===== config.mk =====
export PLATFORM = sky130hd
export DESIGN_NAME = chunked_adder_sub
export DESIGN_NICKNAME = d
export VERILOG_FILES = /design/src/rtl/chunked_adder_sub_pkg.sv /design/src/rtl/chunked_adder_sub_chunk_adder.sv /design/src/rtl/chunked_adder_sub_full_adder.sv /design/src/rtl/chunked_adder_sub.sv
export SDC_FILE = /design/constraint.sdc
export NUM_CORES = 1
export LEC_CHECK = 0
export ABC_AREA = 1
export CORE_MARGIN = 5
export CORE_UTILIZATION = 50
export CTS_CLUSTER_DIAMETER = 150
export DETAILED_ROUTE_END_ITERATION = 8
export HOLD_SLACK_MARGIN = 0.06
export PLACE_DENSITY_LB_ADDON = 0.05
export SLEW_MARGIN = 20
export SYNTH_ARGS = -nofsm -noshare
export SYNTH_HDL_FRONTEND = slang
export SYNTH_SLANG_ARGS = --single-unit

===== constraint.sdc =====
create_clock -name clk -period 6.95 [get_ports clk]
set_input_delay 1.0425 -clock clk [delete_from_list [all_inputs] [get_ports clk]]
set_output_delay 1.0425 -clock clk [all_outputs]
set_load 0.02 [all_outputs]

===== src/rtl/chunked_adder_sub_pkg.sv =====
// Shared definitions for the chunked adder/subtractor: FSM encoding and
// index-width helper.
package chunked_adder_sub_pkg;

  typedef enum logic [1:0] {
    ST_IDLE = 2'd0,
    ST_RUN  = 2'd1,
    ST_DONE = 2'd2
  } state_e;

  localparam logic [1:0] STATE_IDLE = 2'd0;
  localparam logic [1:0] STATE_RUN  = 2'd1;
  localparam logic [1:0] STATE_DONE = 2'd2;

  // Chunk index needs at least one bit even when there is a single chunk.
  function automatic int idx_width(input int num_chunks);
    return (num_chunks > 1) ? $clog2(num_chunks) : 1;
  endfunction

endpackage


===== src/rtl/chunked_adder_sub_chunk_adder.sv =====
// Combinational CHUNK-bit ripple adder; also exposes the carry into the MSB
// so the top can form the signed-overflow flag on the last chunk.
module chunked_adder_sub_chunk_adder #(
  parameter int CHUNK = 4
) (
  input  logic [CHUNK-1:0] a_i,
  input  logic [CHUNK-1:0] b_i,
  input  logic             carry_i,
  output logic [CHUNK-1:0] sum_o,
  output logic             carry_o,
  output logic             carry_msb_o
);

  logic [CHUNK:0] c;

  assign c[0] = carry_i;

  for (genvar i = 0; i < CHUNK; i++) begin : g_fa
    chunked_adder_sub_full_adder u_fa (
      .a_i (a_i[i]),
      .b_i (b_i[i]),
      .c_i (c[i]),
      .s_o (sum_o[i]),
      .c_o (c[i+1])
    );
  end

  assign carry_o     = c[CHUNK];
  assign carry_msb_o = c[CHUNK-1];

endmodule


===== src/rtl/chunked_adder_sub_full_adder.sv =====
// Single-bit full adder, the building block of the chunk adder.
module chunked_adder_sub_full_adder (
  input  logic a_i,
  input  logic b_i,
  input  logic c_i,
  output logic s_o,
  output logic c_o
);

  assign s_o = a_i ^ b_i ^ c_i;
  assign c_o = (a_i & b_i) | (c_i & (a_i ^ b_i));

endmodule


===== src/rtl/chunked_adder_sub.sv =====
// Multi-cycle WIDTH-bit adder/subtractor that adds CHUNK bits per cycle with
// a registered carry between chunks.
//
// Handshake: a transfer happens on a rising edge where valid and ready are
// both high. The input side is ready only in IDLE; the output side holds
// out/carry_out/overflow stable while out_valid is high until out_ready.
module chunked_adder_sub
  import chunked_adder_sub_pkg::*;
#(
  parameter int WIDTH = 16,
  parameter int CHUNK = 4
) (
  input  logic             clk,
  input  logic             rst_n,
  input  logic             in_valid,
  output logic             in_ready,
  input  logic [WIDTH-1:0] a,
  input  logic [WIDTH-1:0] b,
  input  logic             carry_in,
  input  logic             sub,
  output logic             out_valid,
  input  logic             out_ready,
  output logic [WIDTH-1:0] out,
  output logic             carry_out,
  output logic             overflow,
  output state_e           dbg_state
);

  localparam int NUM_CHUNKS = WIDTH / CHUNK;
  localparam int IDX_W      = idx_width(NUM_CHUNKS);
  localparam logic [IDX_W-1:0] LAST_IDX = IDX_W'(NUM_CHUNKS - 1);

  if ((WIDTH % CHUNK) != 0) begin : g_chunk_check
    $error("chunked_adder_sub: WIDTH must be a multiple of CHUNK");
  end

  state_e           state_q, state_d;
  logic [IDX_W-1:0] idx_q, idx_d;
  logic             carry_q, carry_d;
  logic [WIDTH-1:0] a_q, a_d;
  logic [WIDTH-1:0] b_q, b_d;
  logic [WIDTH-1:0] out_q, out_d;
  logic             cout_q, cout_d;
  logic             ovf_q, ovf_d;

  logic [CHUNK-1:0] a_chunk, b_chunk, sum_chunk;
  logic             chunk_cout, chunk_cmsb;

  always_comb begin
    a_chunk = '0;
    b_chunk = '0;
    for (int i = 0; i < NUM_CHUNKS; i++) begin
      if (idx_q == IDX_W'(i)) begin
        a_chunk = a_q[i*CHUNK +: CHUNK];
        b_chunk = b_q[i*CHUNK +: CHUNK];
      end
    end
  end

  chunked_adder_sub_chunk_adder #(
    .CHUNK (CHUNK)
  ) u_chunk_adder (
    .a_i         (a_chunk),
    .b_i         (b_chunk),
    .carry_i     (carry_q),
    .sum_o       (sum_chunk),
    .carry_o     (chunk_cout),
    .carry_msb_o (chunk_cmsb)
  );

  always_comb begin
    state_d = state_q;
    idx_d   = idx_q;
    carry_d = carry_q;
    a_d     = a_q;
    b_d     = b_q;
    out_d   = out_q;
    cout_d  = cout_q;
    ovf_d   = ovf_q;
    case (state_q)
      ST_IDLE: begin
        if (in_valid) begin
          // Subtraction is a + ~b + 1; a borrow-in cancels the +1.
          a_d     = a;
          b_d     = b ^ {WIDTH{sub}};
          carry_d = carry_in ^ sub;
          idx_d   = '0;
          state_d = ST_RUN;
        end
      end
      ST_RUN: begin
        carry_d = chunk_cout;
        for (int i = 0; i < NUM_CHUNKS; i++) begin
          if (idx_q == IDX_W'(i)) begin
            out_d[i*CHUNK +: CHUNK] = sum_chunk;
          end
        end
        if (idx_q == LAST_IDX) begin
          cout_d  = chunk_cout;
          ovf_d   = chunk_cmsb ^ chunk_cout;
          state_d = ST_DONE;
        end else begin
          idx_d = idx_q + IDX_W'(1);
        end
      end
      ST_DONE: begin
        if (out_ready) begin
          state_d = ST_IDLE;
        end
      end
      default: state_d = ST_IDLE;
    endcase
  end

  always_ff @(posedge clk or negedge rst_n) begin
    if (!rst_n) begin
      state_q <= ST_IDLE;
      idx_q   <= '0;
      carry_q <= 1'b0;
      a_q     <= '0;
      b_q     <= '0;
      out_q   <= '0;
      cout_q  <= 1'b0;
      ovf_q   <= 1'b0;
    end else begin
      state_q <= state_d;
      idx_q   <= idx_d;
      carry_q <= carry_d;
      a_q     <= a_d;
      b_q     <= b_d;
      out_q   <= out_d;
      cout_q  <= cout_d;
      ovf_q   <= ovf_d;
    end
  end

  assign in_ready  = (state_q == ST_IDLE);
  assign out_valid = (state_q == ST_DONE);
  assign out       = out_q;
  assign carry_out = cout_q;
  assign overflow  = ovf_q;
  assign dbg_state = state_q;

endmodule


Word level (Yosys, flattened, before mapping):

Cells that the tools add are included.
Widths: inputs -> output; s select.

* bits in registers: 55
* bits in latches: 0
* bits in writable memories: 0
* memory bits (read-only): 0
* input port bits: 38
* output and inout port bits: 22
* logic and storage cells: 72
* memories: 0

* add/subtract/negate cells: 1
* multiply operators: 0
* divide/modulo/power cells: 0
* $lt $le $gt $ge: 0
* equal/unequal tests: 9
* shift-type cells: 0
* muxes and demuxes: 17
* bitwise gates (word level): 23
* reductions and logical operators: 11

Operators by type and width (number)
* $mux 4: 8
* $xor 16x16->16: 1
* $reduce_and 2->1: 6
* $mux 2: 5
* $xor 1x1->1: 10
* $and 1x1->1: 8
* $eq 2x2->1 const B: 3
* $ne 2x2->1 const B: 3
* $pmux 2 s3: 1
* $reduce_and 3->1: 2
* $eq 2x1->1 const B: 2
* $logic_not 2->1: 2
* $or 1x1->1: 4
* $pmux 2 s2: 1
* $add 2x1->2 const B: 1
* $ne 2x1->1 const B: 1
* $pmux 1 s2: 1
* $reduce_bool 2->1: 1
* $mux 1: 1

Logic depth before layout (Yosys ltp):

* depth after elaboration: 15
* gate-level depth with buffers: 19
* mapped depth without buffers: 18

Modules after synthesis:

Synthesis repeated with hierarchy kept, for this count alone.

* cell total of the unflattened synthesis: 314
* area, all modules: 2713.9 sq um

Modules (own cells, without submodules)
* chunked_adder_sub: times used 1, cells an instance 310, area each 2633.8 sq um, sequential area each 1376.3 sq um
* chunked_adder_sub_full_adder: times used 4, cells an instance 1, area each 20.0 sq um, sequential area each 0.0 sq um

Least setup slack after synthesis:

OpenSTA, ideal clock, no wires.

* kind: flip-flop to flip-flop
* start point: register idx_q[0]
* end point: register out_q[11], in the netlist out[11]
* library setup time: 0.127 ns
* arrival: 2.831 ns
* data required time: 6.823 ns
* slack: 3.992 ns
* cell stages (with the launch flop): 17
* buffers on the path: 0
* period minus slack after synthesis: 2.958 ns
* cell sequence: dfrtp_1 > inv_1 > ha_1 > inv_1 > nor2_1 > nand2_1 > nand2_1 > a21boi_0 > fa_1 > inv_1 > fa_1 > inv_1 > fa_1 > inv_1 > fa_1 > inv_1 > o21ai_0

* word-level cells in the longest chain between the ends: 13
* elaborated cells between the ends (all ways): 27
* those cells by class: eq/ne: 3; mux: 8; bitwise: 14; reduce/logical: 2

Ends and longest elaborated chain
* start, declared: line chunked_adder_sub.sv:38 `logic [IDX_W-1:0] idx_q, idx_d;`
* start signal, assigned: line chunked_adder_sub.sv:127 `idx_q <= idx_d;`
* $logic_not 2->1: line chunked_adder_sub.sv:53 `if (idx_q == IDX_W'(i)) begin`
* $mux 4 (4 in series): line chunked_adder_sub.sv:53
* $xor 1x1->1: line chunked_adder_sub_full_adder.sv:11 `assign c_o = (a_i & b_i) | (c_i & (a_i ^ b_i));`
* $and 1x1->1: line chunked_adder_sub_full_adder.sv:11
* $or 1x1->1: line chunked_adder_sub_full_adder.sv:11
* $and 1x1->1: line chunked_adder_sub_full_adder.sv:11
* $or 1x1->1: line chunked_adder_sub_full_adder.sv:11
* $and 1x1->1: line chunked_adder_sub_full_adder.sv:11
* $or 1x1->1: line chunked_adder_sub_full_adder.sv:11
* $xor 1x1->1 *: line chunked_adder_sub_full_adder.sv:10 `assign s_o = a_i ^ b_i ^ c_i;`
* net u_chunk_adder.g_fa[3].u_fa.s_o: line chunked_adder_sub_full_adder.sv:6 `output logic s_o,`
* end signal, assigned: line chunked_adder_sub.sv:131 `out_q <= out_d;`
* end, declared: line chunked_adder_sub.sv:42 `logic [WIDTH-1:0] out_q, out_d;`

The timed path passes the listed nets; every way through them passes the cells marked *.
A chain may end at the register's enable or synchronous reset.

Final worst setup path:

* start point: register idx_q[0]
* end point: register ovf_q, in the netlist overflow

* word-level cells in the longest chain between the ends: 15
* elaborated cells between the ends (all ways): 30
* those cells by class: eq/ne: 3; mux: 8; bitwise: 17; reduce/logical: 2

Ends and longest elaborated chain
* $logic_not 2->1: line chunked_adder_sub.sv:53
* $mux 4 (4 in series): line chunked_adder_sub.sv:53
* $xor 1x1->1: line chunked_adder_sub_full_adder.sv:11
* $and 1x1->1: line chunked_adder_sub_full_adder.sv:11
* $or 1x1->1: line chunked_adder_sub_full_adder.sv:11
* $and 1x1->1: line chunked_adder_sub_full_adder.sv:11
* $or 1x1->1: line chunked_adder_sub_full_adder.sv:11
* $and 1x1->1: line chunked_adder_sub_full_adder.sv:11
* $or 1x1->1: line chunked_adder_sub_full_adder.sv:11
* $and 1x1->1: line chunked_adder_sub_full_adder.sv:11
* $or 1x1->1 *: line chunked_adder_sub_full_adder.sv:11
* net chunk_cout: line chunked_adder_sub.sv:47 `logic chunk_cout, chunk_cmsb;`
* $xor 1x1->1 *: line chunked_adder_sub.sv:100 `ovf_d = chunk_cmsb ^ chunk_cout;`
* end signal, assigned: line chunked_adder_sub.sv:133 `ovf_q <= ovf_d;`
* end, declared: line chunked_adder_sub.sv:44 `logic ovf_q, ovf_d;`

Marked as above.

==> results by group <==
Layout
  – P&R area growth vs syn: 26.0%
  – Final Cell Area: 3410 um2
  – # fillers: 450
  – Fin cells: 439
  – Layout net count: 414
  – ANT cells: 0
  – Share of cells above drive strength 1: 6.78%

STA
  – Setup-failing EPs final: 0
  – Final min period: 3400 ps
  – Post-route setup TNS: 0 ps
  – RSZ-0062 raised after global routing: false
  – Pins Over Slew Limit: 0
  – Final Cycle Share: 48.9%
  – Slew @ Worst Pin: 935 ps
  – Max Freq: 0.294 GHz
  – Clock Skew: 11.1 ps
  – Hold Fails Final Rpt: 0
  – Slew HR: 37.5%

Critical path
  – Arrival time worst endpoint: 3610 ps
  – CP dominant cell by count: inv_1
  – Cells on worst reg2reg path: 15
  – Crit. End Element: flop
  – Critical path fanouts, max: 10
  – R2r setup slk: 3550 ps
  – Crit path kind: reg -> reg
  – R2R Path Start: idx_q[0]
  – CP Cell Sequence: inv_1, ha_1, inv_1, nor2_1, nor2_1, a21boi_0, fa_1, inv_1, fa_1, inv_1, fa_1, inv_1, fa_1, xor2_1, o21ai_2
  – WP data required: 7160 ps
  – Worst r2r dst: overflow
  – CP Launch Type: flop
  – Critical Path Max Stage Delay: 420 ps
  – CP max-delay cell: fa_1

Clocking
  – Root buf cell: clkbuf_8
  – Clock latency on the worst-skew pair: 310 ps
  – CTS Hold Bufs: 0
  – CTS tree: built
  – Clock sink total: 55
  – H-tree levels: 2
  – Longest Clk Path Bufs: 2
  – CTS Buf Count: 5
  – Post-CTS Setup Bufs: 0
  – Clock transition at path regs: 100 ps
  – CTS resizes: 0

Yosys
  – Cell taking the most area after synthesis: dfrtp_1
  – Number of synthesized flops with an enable pin: 0
  – Synth unique cells: 24
  – Synth top area cells: dfrtp_1 (51%), nand2_1 (17%), o21ai_0 (5.9%), xnor2_1 (5.2%), fa_1 (3.0%)
  – Number of synthesis warnings: 0
  – Ys flop type: dfrtp_1
  – Synth Register Bits: 55
  – Mapped Area: 2700 um2
  – Async SR Flop Fraction: 100%
  – Most instantiated cells after synthesis: nand2_1 (121), dfrtp_1 (55), o21ai_0 (32), inv_1 (18), xnor2_1 (16)
  – Cells after synthesis: 313
  – Syn_area_per_cell: 8.64 um2
  – Synthesized Nets: 359
  – Synth top area share: 50.9%
  – Most numerous cell in the Yosys netlist: nand2_1
  – Sequential share of the synthesized area: 50.9%

Floorplan
  – # rows: 26
  – Width of the chip: 83.5 um
  – Starting Density: 52.3%
  – Die area: 6980 um2
  – Boundary Pins: 60
  – Die height: 83.5 um
  – Area of the core: 5170 um2

Detailed routing
  – Antenna Nets Post-Route: 0
  – Drt drc: 0
  – Iteration-0 DRC Markers: 139
  – Met3 wire len: 352 um
  – Top layer in use: met4
  – Routed met2 length: 2.62 mm
  – DR vias: 2,145
  – Routed vias/inst: 4.89
  – Final wirelength: 5.72 mm
  – Wire length on met1: 2.69 mm
  – WL/cell: 13.0 um
  – TritonRoute pass-1 iters: 4

Placement
  – DP Area: 3310 um2
  – GP Congestion: 0.818
  – Placed cell count: 431
  – Post-DP HPWL: 4.24 mm
  – Port bufs: 59

Global routing
  – Vias in the first global route: 2,019
  – Initial antenna violation count: 0
  – Total grt overflow: 0
  – First-pass GRT wire length: 9.61 mm
  – Global Route Usage Sum: 17.1%
  – Largest net degree at the start of global routing: 56

Pwr
  – Comb power frac: 54.3%
  – Maximum VDD drop: 0.236 mV
  – P_leak: 1.63 nW
  – Internal power: 909 uW
  – Net Sw Power: 755 uW
  – Clk pwr share: 11.5%
  – Sequential share of power: 34.2%
  – PwrDens: 488 nW/um2
  – Net Sw Frac: 45.4%
  – Design Power: 1.66 mW

Flow run
  – Max Cap Viol: 0

Status
  – Status: finished clean

Hold path
  – Hold Path Origin: carry_out
  – Hold Path Depth: 2
  – Min-delay worst type: reg -> reg
  – Sink of the worst hold path: carry_out
layer usage:
layer | vias to the layer above | track usage (%)
met5 | - | 0
met4 | 0 | 3.95
met3 | 8 | 5.33
met2 | 51 | 27.7
met1 | 992 | 22.6
li1 | 1094 | -
metrics by stage:
step | hold WS (ps) | utilization (%) | setup slack [ps]
floorplan | 448 | - | 3990
global placement | 458 | 63.9 | 3760
detailed placement | 466 | 63.9 | 3580
CTS | 488 | 65.8 | 3560
global route | 511 | 65.8 | 3290
finish | 485 | 65.8 | 3550
logic make-up after synthesis:
kind of cell | count (synthesis) | share of synthesized area (%)
AND/OR/NAND/NOR | 148 | 22.4
flip-flops | 55 | 50.9
AO/OA/AOI/OAI | 51 | 10.4
buffers and inverters | 34 | 6.02
XOR/XNOR | 17 | 5.51
adder cells (fa/ha/maj) | 8 | 4.81
layout by cell type, fill, tap and decap left out:
master / count
nand2_4: 2
inv_1: 18
buf_2: 1
buf_4: 1
ha_1: 4
clkinv_2: 1
clkdlybuf4s50_1: 58
a21oi_1: 10
a21boi_0: 2
nor2_4: 2
clkbuf_1: 1
clkbuf_8: 7
o21ai_0: 32
inv_2: 3
o31ai_1: 1
xnor2_1: 16
nand2_2: 3
nand4_1: 1
o21ai_1: 1
nand2_1: 121
o21ai_2: 5
fa_1: 4
nor2_1: 12
xor2_1: 1
dfrtp_1: 55
nand3_1: 7
worst max-delay path, delay by kind of cell, from the launching register on:
family                     cells  cell delay (ps)
xor gates and xnor gates       1              230
and+or+nand+nor                2              170
buffers and inverters          5              520
AOI/OAI and AO/OA              2              360
adders and majority gates      5             1590
DFF                            1              410
state kept, by name (all words and copies together) (netlist names):
signal / count
idx_q: 2
a_q: 16
carry_q: 1
carry_out: 1
dbg_state: 2
b_q: 16
out: 16
overflow: 1
power by group through the flow:
stage | Sequential (mW) | Combinational [mW] | Clock, mW
6_report | 0.568 | 0.904 | 0.192
5_1_grt | 0.586 | 1.03 | 0.209
4_1_cts | 0.569 | 0.919 | 0.195
3_5_place_dp | 0.573 | 0.918 | 0
3_3_place_gp | 0.575 | 0.887 | 0
2_1_floorplan | 0.609 | 0.566 | 0
area by class of cell:
type / instances / area (um2) / share of cell area [%]
multi-input combinational: 224 / 1160 / 34.2
timing repair buffer: 60 / 593 / 17.4
tap: 70 / 87.6 / 2.57
sequential: 55 / 1380 / 40.4
inverter: 22 / 83.8 / 2.46
clock buffer: 8 / 100 / 2.94
how the worst max path moves through the flow:
stage	from	to	slack, ps
2_1_floorplan	idx_q[0]	out[11]	3990
3_3_place_gp	idx_q[0]	overflow	3760
3_5_place_dp	idx_q[0]	overflow	3580
4_1_cts	idx_q[0]	overflow	3560
5_1_grt	idx_q[0]	out[3]	3290
6_report	idx_q[0]	overflow	3550
No activity file was read; power rests on OpenSTA's default activity.
